[src/rtl/result_writer_pkg.sv]
// Shared types, default frame geometry and the rectify/scale/clamp helper
// for the result_writer back-end.
package result_writer_pkg;

  typedef enum logic [1:0] {
    IDLE  = 2'd0,
    RUN   = 2'd1,
    DRAIN = 2'd2
  } state_t;

  localparam int unsigned IMG_W_DFLT = 30;
  localparam int unsigned IMG_H_DFLT = 30;
  localparam int unsigned FRAME_PIX  = IMG_W_DFLT * IMG_H_DFLT;

  typedef struct packed {
    logic        clip;
    logic [31:0] pix;
  } clamp_t;

  // Negative results rectify to 0; positive results are shifted down and
  // saturated to the largest pixel value. clip flags either adjustment.
  function automatic clamp_t clamp_pix(input logic signed [31:0] v,
                                       input int unsigned        shift,
                                       input int unsigned        pix_w);
    logic signed [31:0] s;
    logic signed [31:0] maxv;
    clamp_t             r;
    maxv   = (32'sd1 <<< pix_w) - 32'sd1;
    s      = v >>> shift;
    r.clip = 1'b0;
    r.pix  = s;
    if (v < 0) begin
      r.pix  = '0;
      r.clip = 1'b1;
    end else if (s > maxv) begin
      r.pix  = maxv;
      r.clip = 1'b1;
    end
    return r;
  endfunction

endpackage

[src/rtl/sync_fifo.sv]
// Single-clock FIFO with read/write pointers plus an occupancy count.
// A push while full is accepted only when a pop happens in the same cycle.
module sync_fifo #(
  parameter int unsigned DEPTH = 4,
  parameter int unsigned WIDTH = 8
) (
  input  logic             clk,
  input  logic             rst,
  input  logic             clr,
  input  logic             push,
  input  logic             pop,
  input  logic [WIDTH-1:0] din,
  output logic [WIDTH-1:0] dout,
  output logic             full,
  output logic             empty
);

  localparam int unsigned AW = $clog2(DEPTH);

  logic [WIDTH-1:0] mem_q [DEPTH];
  logic [WIDTH-1:0] mem_d [DEPTH];
  logic [AW-1:0]    wr_ptr_q, wr_ptr_d;
  logic [AW-1:0]    rd_ptr_q, rd_ptr_d;
  logic [AW:0]      cnt_q, cnt_d;
  logic             do_push, do_pop;

  assign full    = (cnt_q == (AW+1)'(DEPTH));
  assign empty   = (cnt_q == '0);
  assign dout    = mem_q[rd_ptr_q];
  assign do_pop  = pop && !empty;
  assign do_push = push && (!full || do_pop);

  // Next pointers, occupancy and storage; clr flushes without touching data.
  always_comb begin
    mem_d    = mem_q;
    wr_ptr_d = wr_ptr_q;
    rd_ptr_d = rd_ptr_q;
    cnt_d    = cnt_q;
    if (clr) begin
      wr_ptr_d = '0;
      rd_ptr_d = '0;
      cnt_d    = '0;
    end else begin
      if (do_push) begin
        mem_d[wr_ptr_q] = din;
        wr_ptr_d        = wr_ptr_q + 1'b1;
      end
      if (do_pop) begin
        rd_ptr_d = rd_ptr_q + 1'b1;
      end
      if (do_push && !do_pop) begin
        cnt_d = cnt_q + 1'b1;
      end else if (do_pop && !do_push) begin
        cnt_d = cnt_q - 1'b1;
      end
    end
  end

  // FIFO state registers.
  always_ff @(posedge clk or posedge rst) begin
    if (rst) begin
      for (int unsigned i = 0; i < DEPTH; i++) begin
        mem_q[i] <= '0;
      end
      wr_ptr_q <= '0;
      rd_ptr_q <= '0;
      cnt_q    <= '0;
    end else begin
      mem_q    <= mem_d;
      wr_ptr_q <= wr_ptr_d;
      rd_ptr_q <= rd_ptr_d;
      cnt_q    <= cnt_d;
    end
  end

endmodule

[src/rtl/result_writer.sv]
// Converts the signed adder result stream to 8-bit pixels, buffers them and
// writes one frame sequentially into the output RAM, pulsing frame_done at
// the end.
module result_writer
  import result_writer_pkg::*;
#(
  parameter int unsigned IN_W       = 15,
  parameter int unsigned PIX_W      = 8,
  parameter int unsigned IMG_W      = IMG_W_DFLT,
  parameter int unsigned IMG_H      = IMG_H_DFLT,
  parameter int unsigned SHIFT      = 6,
  parameter int unsigned FIFO_DEPTH = 4,
  parameter int unsigned ADDR_W     = 10
) (
  input  logic                   clk,
  input  logic                   rst,
  input  logic                   start,
  input  logic signed [IN_W-1:0] in_data,
  input  logic                   in_valid,
  input  logic                   mem_ready,
  output logic                   mem_wren,
  output logic [ADDR_W-1:0]      mem_addr,
  output logic [PIX_W-1:0]       mem_din,
  output logic                   busy,
  output logic                   frame_done,
  output logic                   overflow,
  output logic [ADDR_W-1:0]      clip_count
);

  localparam int unsigned FRAME_N = IMG_W * IMG_H;
  localparam int unsigned CNT_W   = $clog2(FRAME_N + 1);

  state_t             state_q, state_d;
  logic [CNT_W-1:0]   in_cnt_q, in_cnt_d;
  logic               c_valid_q, c_valid_d;
  logic [PIX_W-1:0]   c_pix_q, c_pix_d;
  logic               c_clip_q, c_clip_d;
  logic [ADDR_W-1:0]  addr_cnt_q, addr_cnt_d;
  logic               mem_wren_q, mem_wren_d;
  logic [ADDR_W-1:0]  mem_addr_q, mem_addr_d;
  logic [PIX_W-1:0]   mem_din_q, mem_din_d;
  logic               wr_pend_q, wr_pend_d;
  logic               frame_done_q, frame_done_d;
  logic               overflow_q, overflow_d;
  logic [ADDR_W-1:0]  clip_count_q, clip_count_d;

  logic signed [31:0] in_ext;
  clamp_t             conv;
  logic [PIX_W-1:0]   conv_pix;
  logic               fifo_push, fifo_pop, push_ok;
  logic               fifo_full, fifo_empty;
  logic [PIX_W-1:0]   fifo_dout;

  assign in_ext   = 32'(in_data);
  assign conv     = clamp_pix(in_ext, SHIFT, PIX_W);
  assign conv_pix = PIX_W'(conv.pix);

  // start flushes everything, so neither FIFO port moves in that cycle.
  assign fifo_pop  = !fifo_empty && mem_ready && !start;
  assign fifo_push = c_valid_q && !start;
  assign push_ok   = fifo_push && (!fifo_full || fifo_pop);

  sync_fifo #(
    .DEPTH (FIFO_DEPTH),
    .WIDTH (PIX_W)
  ) u_fifo (
    .clk   (clk),
    .rst   (rst),
    .clr   (start),
    .push  (fifo_push),
    .pop   (fifo_pop),
    .din   (c_pix_q),
    .dout  (fifo_dout),
    .full  (fifo_full),
    .empty (fifo_empty)
  );

  // Next-state, conversion stage, write port and counters.
  always_comb begin
    state_d      = state_q;
    in_cnt_d     = in_cnt_q;
    c_valid_d    = c_valid_q;
    c_pix_d      = c_pix_q;
    c_clip_d     = c_clip_q;
    addr_cnt_d   = addr_cnt_q;
    mem_wren_d   = 1'b0;
    mem_addr_d   = mem_addr_q;
    mem_din_d    = mem_din_q;
    wr_pend_d    = mem_wren_q;
    frame_done_d = 1'b0;
    overflow_d   = overflow_q;
    clip_count_d = clip_count_q;

    if (push_ok) begin
      c_valid_d = 1'b0;
      if (c_clip_q && (clip_count_q != '1)) begin
        clip_count_d = clip_count_q + 1'b1;
      end
    end

    if (fifo_pop) begin
      mem_wren_d = 1'b1;
      mem_addr_d = addr_cnt_q;
      mem_din_d  = fifo_dout;
      addr_cnt_d = addr_cnt_q + 1'b1;
    end

    case (state_q)
      RUN: begin
        if (in_valid) begin
          in_cnt_d = in_cnt_q + 1'b1;
          // Stage C stalls while its sample cannot enter a full FIFO, so the
          // newly arriving sample is the one that gets dropped.
          if (c_valid_q && !push_ok) begin
            overflow_d = 1'b1;
          end else begin
            c_valid_d = 1'b1;
            c_pix_d   = conv_pix;
            c_clip_d  = conv.clip;
          end
          if (in_cnt_q == CNT_W'(FRAME_N - 1)) begin
            state_d = DRAIN;
          end
        end
      end
      DRAIN: begin
        // wr_pend covers the RAM commit cycle following the last strobe.
        if (!c_valid_q && fifo_empty && !mem_wren_q && !wr_pend_q) begin
          frame_done_d = 1'b1;
          state_d      = IDLE;
        end
      end
      default: begin
      end
    endcase

    if (start) begin
      state_d      = RUN;
      in_cnt_d     = '0;
      c_valid_d    = 1'b0;
      addr_cnt_d   = '0;
      mem_wren_d   = 1'b0;
      mem_addr_d   = '0;
      wr_pend_d    = 1'b0;
      frame_done_d = 1'b0;
      overflow_d   = 1'b0;
      clip_count_d = '0;
    end
  end

  // Pipeline, FSM and output registers.
  always_ff @(posedge clk or posedge rst) begin
    if (rst) begin
      state_q      <= IDLE;
      in_cnt_q     <= '0;
      c_valid_q    <= 1'b0;
      c_pix_q      <= '0;
      c_clip_q     <= 1'b0;
      addr_cnt_q   <= '0;
      mem_wren_q   <= 1'b0;
      mem_addr_q   <= '0;
      mem_din_q    <= '0;
      wr_pend_q    <= 1'b0;
      frame_done_q <= 1'b0;
      overflow_q   <= 1'b0;
      clip_count_q <= '0;
    end else begin
      state_q      <= state_d;
      in_cnt_q     <= in_cnt_d;
      c_valid_q    <= c_valid_d;
      c_pix_q      <= c_pix_d;
      c_clip_q     <= c_clip_d;
      addr_cnt_q   <= addr_cnt_d;
      mem_wren_q   <= mem_wren_d;
      mem_addr_q   <= mem_addr_d;
      mem_din_q    <= mem_din_d;
      wr_pend_q    <= wr_pend_d;
      frame_done_q <= frame_done_d;
      overflow_q   <= overflow_d;
      clip_count_q <= clip_count_d;
    end
  end

  assign mem_wren   = mem_wren_q;
  assign mem_addr   = mem_addr_q;
  assign mem_din    = mem_din_q;
  assign busy       = (state_q != IDLE);
  assign frame_done = frame_done_q;
  assign overflow   = overflow_q;
  assign clip_count = clip_count_q;

endmodule
[config.mk]
export PLATFORM = sky130hd
export DESIGN_NAME = result_writer
export DESIGN_NICKNAME = d
export VERILOG_FILES = /design/src/rtl/result_writer_pkg.sv /design/src/rtl/sync_fifo.sv /design/src/rtl/result_writer.sv
export SDC_FILE = /design/constraint.sdc
export NUM_CORES = 1
export LEC_CHECK = 0
export ABC_CLOCK_PERIOD_IN_PS = 4500
export BUFFER_PORTS_ARGS = -buffer_cell sky130_fd_sc_hd__buf_2
export CORE_ASPECT_RATIO = 1.1
export CORE_UTILIZATION = 55
export CTS_BUF_LIST = sky130_fd_sc_hd__clkbuf_8
export DETAILED_ROUTE_END_ITERATION = 10
export GPL_ROUTABILITY_DRIVEN = 0
export GPL_TIMING_DRIVEN = 0
export PLACE_DENSITY = 0.87
export RECOVER_POWER = 25
export SETUP_SLACK_MARGIN = 0.15
export SYNTH_ARGS = -nofsm -noshare
export SYNTH_HDL_FRONTEND = slang
export SYNTH_SLANG_ARGS = --single-unit
[constraint.sdc]
create_clock -name clk -period 4.5 [get_ports clk]
set_input_delay 0.9 -clock clk [delete_from_list [all_inputs] [get_ports clk]]
set_output_delay 0.9 -clock clk [all_outputs]
set_load 0.05 [all_outputs]
==> summary.txt <==
Run status
  • Outcome: complete, but fails checks
  • Violated checks: capacitance limit, slew limit

CTS
  • Clock root buffer: clkbuf_8
  • TritonCTS Buffers: 9
  • CTS tree: yes
  • Worst-path clk slew: 90 ps
  • Post-CTS resize count: 0
  • CTS Hold Bufs: 0
  • Worst-Skew Late Latency: about 360 ps
  • Post-CTS Setup Inserts: 0
  • CTS Buffer Depth: 2
  • H-tree Lvls: 3
  • Sink Count: 103

Final layout
  • Area grow syn2layout: 14.0%
  • Layout cells sized above 1: about 31%
  • Diode count: 0
  • Fillcell total: ~640
  • Design Area, Final: 5390 um2
  • Nets: 480

GRT
  • Vias in the first global route: 3319
  • Largest net degree at the start of global routing: 63
  • Initial antenna violation count: 0
  • Grt total ovfl: 0
  • First-pass GRT wire length: around 16 mm
  • All-Layer GR Usage: between 20 and 25%

Yosys
  • Syn Nets: around 420
  • Yosys cell types: 50
  • Post-synthesis register bit count: 103
  • Syn Area/Cell: ~12 um2
  • Mapped Area: ~4700 um2
  • Mapped Cells: between 300 and 400
  • YS warnings: 0
  • Fraction of registers with async set/reset: between 90% and 100%
  • Seq/Total Area, Yosys: between 50 and 60%
  • Number of synthesized flops with an enable pin: 0
  • Synth Flop Type: dfrtp_1

Min path
  • HP Class: register to register

Placement
  • Cell area after placement: just over 5000 um2
  • Detailed placer's ending HPWL: approximately 6.5 mm
  • Buffers added on ports: between 40 and 50

Pwr
  • Logic pwr share: a little under a quarter
  • Sw frac: between 20% and 30%
  • Pleak: between 2 and 3 nW
  • Tot Pwr: roughly 2.4 mW
  • Clock share of power: 30.6%
  • NetSw: about 0.73 mW
  • Seq pwr share: between 40% and 50%
  • VDD IR max: between 300 and 400 uV
  • Int Pwr: around 1.7 mW
  • PD cells: around 450 nW/um2

Floorplanning
  • Die height: slightly below 100 um
  • Die Span X: ~90 um
  • Initial Utilization: a little under three fifths
  • FP Rows: 35
  • Die area: around 9000 um2
  • IO Pins: 52
  • Core Region: between 8000 and 9000 um2

Drt
  • Routed vias: approximately 3300
  • First-pass DRT Iterations: 6
  • Final ANT Viol Nets: 0
  • Routed WL: 9.30 mm
  • Iteration-0 DRC Markers: between 150 and 200
  • Vias per cell: around 5.8
  • Drt wl/cell: around 16 um
  • DRC Markers: 0

STA
  • Tcrit/Tclk final: about 56%
  • Final Hold Fails: 0
  • Fin. max-slew vios: 42
  • Max Clk Rate: 398 MHz
  • Final setup viols: 0
  • Unrepaired setup endpoints after global routing: false
  • Worst-Margin Slew: around 1900 ps
  • Minimum clock period: between 2000 and 3000 ps
  • Post-Route Skew: approximately 6.7 ps
  • Rel. slew slack: -25.2%

Setup path
  • Critical path endpoint category: register
  • Critical path class: primary input to register
  • Highest net fanout along the worst path: 10
  • Crit path required time: ~4700 ps
  • Reg-to-reg slack, setup: 2260 ps
  • CP startpoint kind: primary input
  • Critical path arrival: 2740 ps

Flow run
  • Max-cap violations: 1
-- logic make-up after synthesis --
family          count (synthesis)  synth area share, %
compound gates                 44                 6.21
xor+xnor                       18                 3.33
fa+ha+maj                       8                 2.27
buf+inv                        24                 2.01
flops                         103                 54.5
mux                            63                 16.8
simple gates                  135                 14.9
-- power by group through the flow --
| stage | registers, mW | logic, mW | clock network (mW) |
|---|---|---|---|
| floorplan | 1.24 | 0.336 | 0 |
| global placement | 1.14 | 0.550 | 0 |
| detailed placement | 1.15 | 0.572 | 0 |
| CTS | 1.13 | 0.573 | 0.755 |
| global route | 1.15 | 0.614 | 0.794 |
| finish | 1.13 | 0.567 | 0.746 |
-- state kept, by name, summed over array words and instances, names as in the netlist, 3 cells and up --
name,count
in_cnt_q,10
mem_addr,10
c_pix_q,8
u_fifo.mem_q,32
u_fifo.cnt_q,3
mem_din,8
clip_count,10
addr_cnt_q,10
-- cell type report --
cell class / instances / area, um2 / area share, %
clock buffers: 9 / 124 / 2.30
well taps: 111 / 139 / 2.58
multi-input cells: 268 / 2060 / 38.2
repair buffers: 46 / 253 / 4.69
plain buffers: 16 / 65.1 / 1.21
inverters: 8 / 31.3 / 0.580
flip-flops and latches: 103 / 2580 / 47.8
clock inverters: 7 / 144 / 2.67
-- cell usage after synthesis (all sizes together) (2+ instances only) --
cell / number / area share, %
o311a: 2 / 0.42
nor3: 6 / 0.74
o311ai: 3 / 0.56
o21ai: 6 / 0.63
o31ai: 3 / 0.48
and2: 3 / 0.40
o21a: 2 / 0.32
clkbuf: 11 / 0.90
nor2: 29 / 2.4
or4: 3 / 0.56
buf: 5 / 0.48
dfrtp: 103 / 54
xor2: 14 / 2.6
and3: 5 / 0.66
o211ai: 3 / 0.48
xnor2: 4 / 0.74
and4: 3 / 0.56
a21oi: 15 / 1.6
nand2: 41 / 3.5
nand2b: 2 / 0.26
o2111ai: 2 / 0.37
nand4: 7 / 0.93
mux2: 53 / 13
or2: 3 / 0.40
mux2i: 2 / 0.42
nand3: 9 / 0.95
nor2b: 14 / 1.9
nor4: 3 / 0.40
o41ai: 3 / 0.56
ha: 7 / 1.9
mux4: 8 / 3.8
inv: 8 / 0.63
or3: 2 / 0.26
or4b: 2 / 0.42
-- path summary, 6_finish.rpt --
path,from,to,cells after the start
hold / removal,u_fifo.mem_q[15]$_DFFE_PP0P_,u_fifo.mem_q[15]$_DFFE_PP0P_,1
min in group asynchronous,rst,mem_din[3]$_DFFE_PP0P_,2
hold reg to reg,u_fifo.mem_q[15]$_DFFE_PP0P_,u_fifo.mem_q[15]$_DFFE_PP0P_,1
setup / recovery,start,addr_cnt_q[6]$_DFFE_PP0P_,6
max in group asynchronous,rst,mem_addr[9]$_DFFE_PP0P_,3
setup reg to reg,u_fifo.cnt_q[1]$_DFFE_PP0P_,u_fifo.cnt_q[2]$_DFFE_PP0P_,6
-- per-layer routing --
| layer | routed length, um | track usage (%) | vias to the layer above | part of all wire (%) |
|---|---|---|---|---|
| met4 | 157 | 8.31 | 0 | 1.7 |
| met5 | 0 | 0 | - | 0 |
| met1 | 3860 | 28.1 | 1649 | 41 |
| met3 | 332 | 4.43 | 14 | 3.6 |
| met2 | 4960 | 39.6 | 85 | 53 |
| li1 | - | - | 1519 | - |
-- cell usage in the layout, fill, tap and decap left out, types with 2 or more instances in the layout --
master / instances
xnor2_1: 4
xor2_1: 14
ha_1: 7
buf_1: 2
nor3_1: 5
nand4_1: 7
o21a_1: 2
or3_1: 2
bufinv_16: 4
o311a_1: 2
dfrtp_1: 103
clkinvlp_4: 2
nand3_1: 9
a21oi_1: 15
mux2_2: 53
o41ai_1: 3
buf_2: 48
o311ai_0: 3
or2_2: 3
and3_1: 5
clkbuf_1: 10
nand2_2: 4
or4_1: 2
nor4_1: 3
inv_1: 7
and2_1: 3
o2111ai_1: 2
mux2i_1: 2
nand2_1: 37
o211ai_1: 3
clkbuf_8: 9
mux4_2: 8
nor2_1: 28
nand2b_1: 2
o31ai_1: 3
and4_1: 3
o21ai_0: 6
nor2b_1: 14
-- critical path, stage by stage --
cell,delay [ps]
buf_2,100
clkbuf_1,370
clkbuf_1,440
buf_2,350
clkbuf_1,460
nor2_1,120
-- through the flow --
step	std cells	worst slack [ps]	utilization, %	TNS [ps]	hold WS (ps)
final	568	1990	64.5	0	506
after global routing	568	1870	64.5	0	519
after CTS	568	2000	64.5	0	511
after detailed placement	552	1620	61.3	0	492
after global placement	551	-61.9	60.9	-5880	481
after floorplan	395	896	-	0	474
Note: power is estimated with default switching activity, not from simulation.
